===== config.mk =====
export PLATFORM = sky130hd
export DESIGN_NAME = multicycle_cu
export DESIGN_NICKNAME = d
export VERILOG_FILES = /design/src/rtl/cu_pkg.sv /design/src/rtl/cu_wait_timer.sv /design/src/rtl/multicycle_cu.sv
export SDC_FILE = /design/constraint.sdc
export NUM_CORES = 1
export LEC_CHECK = 0
export CORE_ASPECT_RATIO = 0.75
export CORE_MARGIN = 3
export CORE_UTILIZATION = 52
export CTS_CLUSTER_DIAMETER = 40
export CTS_CLUSTER_SIZE = 8
export DETAILED_ROUTE_END_ITERATION = 10
export DONT_BUFFER_PORTS = 1
export GPL_TIMING_DRIVEN = 0
export PLACE_DENSITY = 0.78
export SYNTH_ARGS = -nofsm -noshare
export SYNTH_HDL_FRONTEND = slang
export SYNTH_SLANG_ARGS = --single-unit

===== constraint.sdc =====
create_clock -name clk -period 1.75 [get_ports clk]
set_input_delay 0.2625 -clock clk [delete_from_list [all_inputs] [get_ports clk]]
set_output_delay 0.2625 -clock clk [all_outputs]
set_load 0.05 [all_outputs]

===== src/rtl/cu_pkg.sv =====
// Shared definitions for the multi-cycle control unit: opcode values,
// sequencer states and the value presented on op while in reset.
package cu_pkg;

    localparam logic [3:0] OP_CLA   = 4'd0;
    localparam logic [3:0] OP_COM   = 4'd1;
    localparam logic [3:0] OP_SHR   = 4'd2;
    localparam logic [3:0] OP_CSL   = 4'd3;
    localparam logic [3:0] OP_STP   = 4'd4;
    localparam logic [3:0] OP_ADD   = 4'd5;
    localparam logic [3:0] OP_STA   = 4'd6;
    localparam logic [3:0] OP_LDA   = 4'd7;
    localparam logic [3:0] OP_JMP   = 4'd8;
    localparam logic [3:0] OP_BAN   = 4'd9;

    localparam logic [3:0] OP_RESET = 4'b0100;

    typedef enum logic [2:0] {
        S_FETCH,
        S_DECODE,
        S_EXEC,
        S_MEMRD,
        S_MEMWR,
        S_HALT
    } state_e;

endpackage


===== src/rtl/cu_wait_timer.sv =====
// 8-bit memory wait counter; expire fires on the last permitted wait cycle
// so the sequencer can trap instead of waiting one cycle more.
module cu_wait_timer #(
    parameter int WAIT_MAX = 15
) (
    input  logic clk,
    input  logic rst_n,
    input  logic clr,
    input  logic en,
    output logic expire
);

    logic [7:0] cnt_q;
    logic [7:0] cnt_d;

    always_comb begin
        cnt_d = cnt_q;
        if (clr) begin
            cnt_d = 8'd0;
        end else if (en) begin
            cnt_d = cnt_q + 8'd1;
        end
    end

    always_ff @(posedge clk) begin
        if (!rst_n) begin
            cnt_q <= 8'd0;
        end else begin
            cnt_q <= cnt_d;
        end
    end

    // This wait cycle would bring the count to WAIT_MAX.
    assign expire = en && (cnt_q == 8'(WAIT_MAX - 1));

endmodule


===== src/rtl/multicycle_cu.sv =====
// Multi-cycle sequencer for the accumulator CPU: fetch/decode/execute with
// memory handshakes, branch resolution, halt/resume and a bus-timeout trap.
module multicycle_cu
    import cu_pkg::*;
#(
    parameter int OP_W     = 4,
    parameter int WAIT_MAX = 15
) (
    input  logic            clk,
    input  logic            rst_n,
    input  logic [OP_W-1:0] ins,
    input  logic            mem_ready,
    input  logic            acc_neg,
    input  logic            run,
    output logic [OP_W-1:0] op,
    output logic            ir_wr,
    output logic            mem_rd,
    output logic            data_wr,
    output logic            acc_wr,
    output logic            pc_wr,
    output logic            pc_inc,
    output logic            stp,
    output logic            illegal,
    output logic            bus_err
);

    state_e          state_q;
    state_e          state_d;
    logic [OP_W-1:0] op_q;
    logic [OP_W-1:0] op_d;
    logic            bus_err_q;
    logic            bus_err_d;

    logic ir_wr_c, mem_rd_c, data_wr_c, acc_wr_c, pc_wr_c, pc_inc_c, stp_c, illegal_c;
    logic wait_en;
    logic wait_clr;
    logic wait_expire;

    assign wait_en  = ((state_q == S_FETCH) || (state_q == S_MEMRD) || (state_q == S_MEMWR))
                      && !mem_ready;
    // Any state change re-arms the counter for the next memory phase.
    assign wait_clr = (state_d != state_q);

    cu_wait_timer #(
        .WAIT_MAX (WAIT_MAX)
    ) u_wait_timer (
        .clk    (clk),
        .rst_n  (rst_n),
        .clr    (wait_clr),
        .en     (wait_en),
        .expire (wait_expire)
    );

    always_ff @(posedge clk) begin
        if (!rst_n) begin
            state_q   <= S_FETCH;
            op_q      <= OP_W'(OP_RESET);
            bus_err_q <= 1'b0;
        end else begin
            state_q   <= state_d;
            op_q      <= op_d;
            bus_err_q <= bus_err_d;
        end
    end

    always_comb begin
        state_d   = state_q;
        op_d      = op_q;
        bus_err_d = bus_err_q;
        ir_wr_c   = 1'b0;
        mem_rd_c  = 1'b0;
        data_wr_c = 1'b0;
        acc_wr_c  = 1'b0;
        pc_wr_c   = 1'b0;
        pc_inc_c  = 1'b0;
        stp_c     = 1'b0;
        illegal_c = 1'b0;

        case (state_q)
            S_FETCH: begin
                mem_rd_c = 1'b1;
                if (mem_ready) begin
                    ir_wr_c = 1'b1;
                    state_d = S_DECODE;
                end else if (wait_expire) begin
                    mem_rd_c  = 1'b0;
                    bus_err_d = 1'b1;
                    state_d   = S_HALT;
                end
            end
            S_DECODE: begin
                op_d = ins;
                case (ins)
                    OP_W'(OP_STP):                 state_d = S_HALT;
                    OP_W'(OP_ADD), OP_W'(OP_LDA):  state_d = S_MEMRD;
                    OP_W'(OP_STA):                 state_d = S_MEMWR;
                    OP_W'(OP_CLA), OP_W'(OP_COM), OP_W'(OP_SHR),
                    OP_W'(OP_CSL), OP_W'(OP_JMP), OP_W'(OP_BAN):
                                                   state_d = S_EXEC;
                    default: begin
                        // Skip the bad word and carry on with the next one.
                        illegal_c = 1'b1;
                        pc_inc_c  = 1'b1;
                        state_d   = S_FETCH;
                    end
                endcase
            end
            S_EXEC: begin
                state_d = S_FETCH;
                case (op_q)
                    OP_W'(OP_JMP): pc_wr_c = 1'b1;
                    OP_W'(OP_BAN): begin
                        if (acc_neg) begin
                            pc_wr_c = 1'b1;
                        end else begin
                            pc_inc_c = 1'b1;
                        end
                    end
                    default: begin
                        acc_wr_c = 1'b1;
                        pc_inc_c = 1'b1;
                    end
                endcase
            end
            S_MEMRD: begin
                mem_rd_c = 1'b1;
                if (mem_ready) begin
                    acc_wr_c = 1'b1;
                    pc_inc_c = 1'b1;
                    state_d  = S_FETCH;
                end else if (wait_expire) begin
                    mem_rd_c  = 1'b0;
                    bus_err_d = 1'b1;
                    state_d   = S_HALT;
                end
            end
            S_MEMWR: begin
                data_wr_c = 1'b1;
                if (mem_ready) begin
                    pc_inc_c = 1'b1;
                    state_d  = S_FETCH;
                end else if (wait_expire) begin
                    data_wr_c = 1'b0;
                    bus_err_d = 1'b1;
                    state_d   = S_HALT;
                end
            end
            S_HALT: begin
                stp_c = 1'b1;
                if (run) begin
                    pc_inc_c = 1'b1;
                    state_d  = S_FETCH;
                end
            end
            default: state_d = S_FETCH;
        endcase
    end

    // Reset masks every strobe combinationally so an aborted instruction
    // cannot emit a write while rst_n is low.
    assign op      = rst_n ? op_q : OP_W'(OP_RESET);
    assign ir_wr   = rst_n & ir_wr_c;
    assign mem_rd  = rst_n & mem_rd_c;
    assign data_wr = rst_n & data_wr_c;
    assign acc_wr  = rst_n & acc_wr_c;
    assign pc_wr   = rst_n & pc_wr_c;
    assign pc_inc  = rst_n & pc_inc_c;
    assign stp     = rst_n & stp_c;
    assign illegal = rst_n & illegal_c;
    assign bus_err = rst_n & bus_err_q;

endmodule


==> flow_summary.yaml <==
status:
  status: "finished with violations"
  violations: "setup timing"
timing:
  rsz0062_at_grt: "true"
  worst_slack_ps: -309
  skew_ps: 3.87
  fin_crit_ps: 2060
  finalHoldViolCount: 0
  tightestPinTransition_ps: 741
  report.final.slew_viol_count: 0
  max_clock_freq_ghz: 0.486
  post-route-period-util_pct: 118
  setup_viol: 15
  max_slew_margin_pct: 50.2
place:
  gp_congestion: 0.913
  pre_cts_slack_ps: -254
  dp_cells: 157
  port_buffers: 0
  hpwl_um: 1970
detailed_routing:
  drt-initial-drc-count: 164
  routedWlPerCell_um: 20.5
  route.detailed.drc: 0
  routed_via_density: 6.74
  totalWireLength_um: 3790
  first_pass_iters: 5
  vias: 1246
  final_antenna_net_count: 0
yosys:
  ys_types: 41
  syn_nets: 146
  yosys_warnings: 0
  synth.yosys.seq_area_share_pct: 30.3
  syn_avg_cell_area_um2: 7.82
  ys_ff_latch: 16
  synth_edf_count: 0
  async_flop_share_pct: 0
  netlist_area_mm2: 0.00106
  synthFlopType: "dfxtp_1"
  syn_inst: 135
die:
  die_w_um: 58.0
  io_pins: 22
  die_h_um: 45.0
  coreArea_mm2: 0.00182
  rows: 13
  die_area_mm2: 0.00261
  initial_utilization_pct: 58.0
clock_network:
  cts-buffers-inserted: 3
  cts_root_buf: "clkbuf_4"
  cts_buffer_depth: 2
  clock_latency_ps: 290
  htreeDepth: 1
  clk_pin_slew_worst_paths_ps: 100
  cts_tree: "yes"
  cts.sink_count: 16
power_and_ir_drop:
  power_density_mw_per_mm2: 608
  p_total_mw: 0.981
  leakagePower_nw: 0.604
  ir_drop_mv: 0.690
worst_setup_path:
  worstPathMaxFanout: 8
  end_kind: "register"
  critical_path_class: "reg2reg"
  cp-start-kind: "register"
  required_ps: 1980
  crit_arrival_ps: 2280
  r2r_setup_slack_ps: -310
cells_and_area:
  seqCellArea_um2: 339
  finalNonFillerCells: 185
  drive_gt1_share_pct: 44.8
  nNetsFinal: 175
  diodes: 0
  multi_input_area_um2: 907
  fin_util_pct: 88.7
  area_growth_pct: 53.0
  final.fill_count: 77
hold_path:
  hp-class: "in2reg"
global_route:
  grt_usage_pct: 25.3
  grt_pass1_wl_um: 5100
  grt_max_degree: 11
  antenna_found_initial: 0
  grt_pass1_vias: 1035
  overflow: 0
run:
  max-cap-violations: 0
[repair_timing]
item,CTS,global route
gates resized for setup,40,20
cloned,0,2
hold buffers,0,0
endpoints found under the setup margin,16,16
setup buffers,11,11
hold endpoints to repair,0,0
pin swaps,16,7
[cells in the final DEF, fill, tap and decap left out, types with 5 or more instances in the layout]
cell	Yosys	final
a21oi_1	7	6
and2_1	7	6
buf_4	0	22
dfxtp_1	16	9
mux2i_1	5	5
nand2_1	12	11
nand2b_1	9	6
nor2_1	16	11
xor2_1	6	6
[worst paths after layout]
check | from | to | cells past startpoint
setup / recovery | u_wait_timer.cnt_q[0]$_SDFFE_PP0P_ | u_wait_timer.cnt_q[2]$_SDFFE_PP0P_ | 10
hold / removal | ins[2] | op_q[2]$_SDFFE_PN1P_ | 2
setup reg to reg | u_wait_timer.cnt_q[0]$_SDFFE_PP0P_ | u_wait_timer.cnt_q[2]$_SDFFE_PP0P_ | 10
hold reg to reg | bus_err_q$_SDFFE_PN0P_ | bus_err_q$_SDFFE_PN0P_ | 2
[logic make-up (layout without fill, tap and decap cells)]
| group | after synthesis | after routing | share of synthesized area [%] |
|---|---|---|---|
| flip-flops | 16 | 16 | 30.3 |
| buffers and inverters | 10 | 38 | 3.67 |
| AO/OA/AOI/OAI | 23 | 23 | 14.1 |
| AND/OR/NAND/NOR | 72 | 72 | 39.0 |
| XOR/XNOR | 7 | 7 | 5.81 |
| multiplexers | 5 | 5 | 4.74 |
| adder cells (fa/ha/maj) | 2 | 2 | 2.37 |
[through the flow]
stage | area [um^2] | hold slack (ps) | setup TNS [ps]
after floorplan | 1140 | 391 | -123
after global placement | 1160 | 396 | -1060
after detailed placement | 1160 | 406 | -1420
after CTS | 1420 | 105 | -2580
after global routing | 1620 | 111 | -4500
final | 1620 | 109 | -3510
[final cells by class]
class | instances | area share (%)
plain buffers | 6 | 4.34
clock buffers | 4 | 2.25
inverters | 4 | 1.24
multi-input cells | 109 | 56.2
flip-flops and latches | 16 | 21.0
well taps | 22 | 1.70
repair buffers | 24 | 13.3
[metal layers]
layer | global-route usage [%] | vias to the layer above | share of wire (%)
met5 | 0 | - | 0
met1 | 37.0 | 587 | 41
met3 | 6.00 | 24 | 10
met4 | 3.24 | 0 | 4.2
li1 | - | 536 | -
met2 | 39.0 | 99 | 45
[synthesized netlist by cell type (2+ instances only)]
cell type,count,area [um^2]
a31oi_1,2,12.5
nor4_1,2,12.5
mux2i_1,5,50.1
nand3b_1,2,15.0
nand4b_1,2,17.5
and2_1,7,43.8
a21o_1,2,15.0
nor3b_1,2,15.0
dfxtp_1,16,320
nor2_1,16,60.1
nand3_1,4,20.0
xor2_1,6,52.6
clkbuf_1,5,18.8
nand2b_1,9,56.3
or4_1,2,15.0
o21ai_0,4,20.0
nor3_1,3,15.0
nor4b_1,2,17.5
a21oi_1,7,35.0
ha_1,2,25.0
nand4_1,2,12.5
nand2_1,12,45.0
inv_1,3,11.3
[sequential cells by signal, indices dropped and copies added, names as in the netlist]
name and cells:
u_wait_timer.cnt_q 8, state_q 3, bus_err_q 1, op_q 4
[worst max-delay path, cell delays in order, from the launching register on]
cell	delay, ps
dfxtp_2	340
inv_2	40
ha_4	140
nand4b_1	120
buf_4	150
nor4_4	40
buf_4	140
buf_4	130
o31ai_1	430
nand4_4	270
nor2_1	170
[where the power goes]
part,switching [mW],internal (mW)
Sequential,0.0181,0.377
Clock,0.123,0.127
Combinational,0.195,0.141
Total,0.336,0.645
Note: power is estimated with default switching activity, not from simulation.
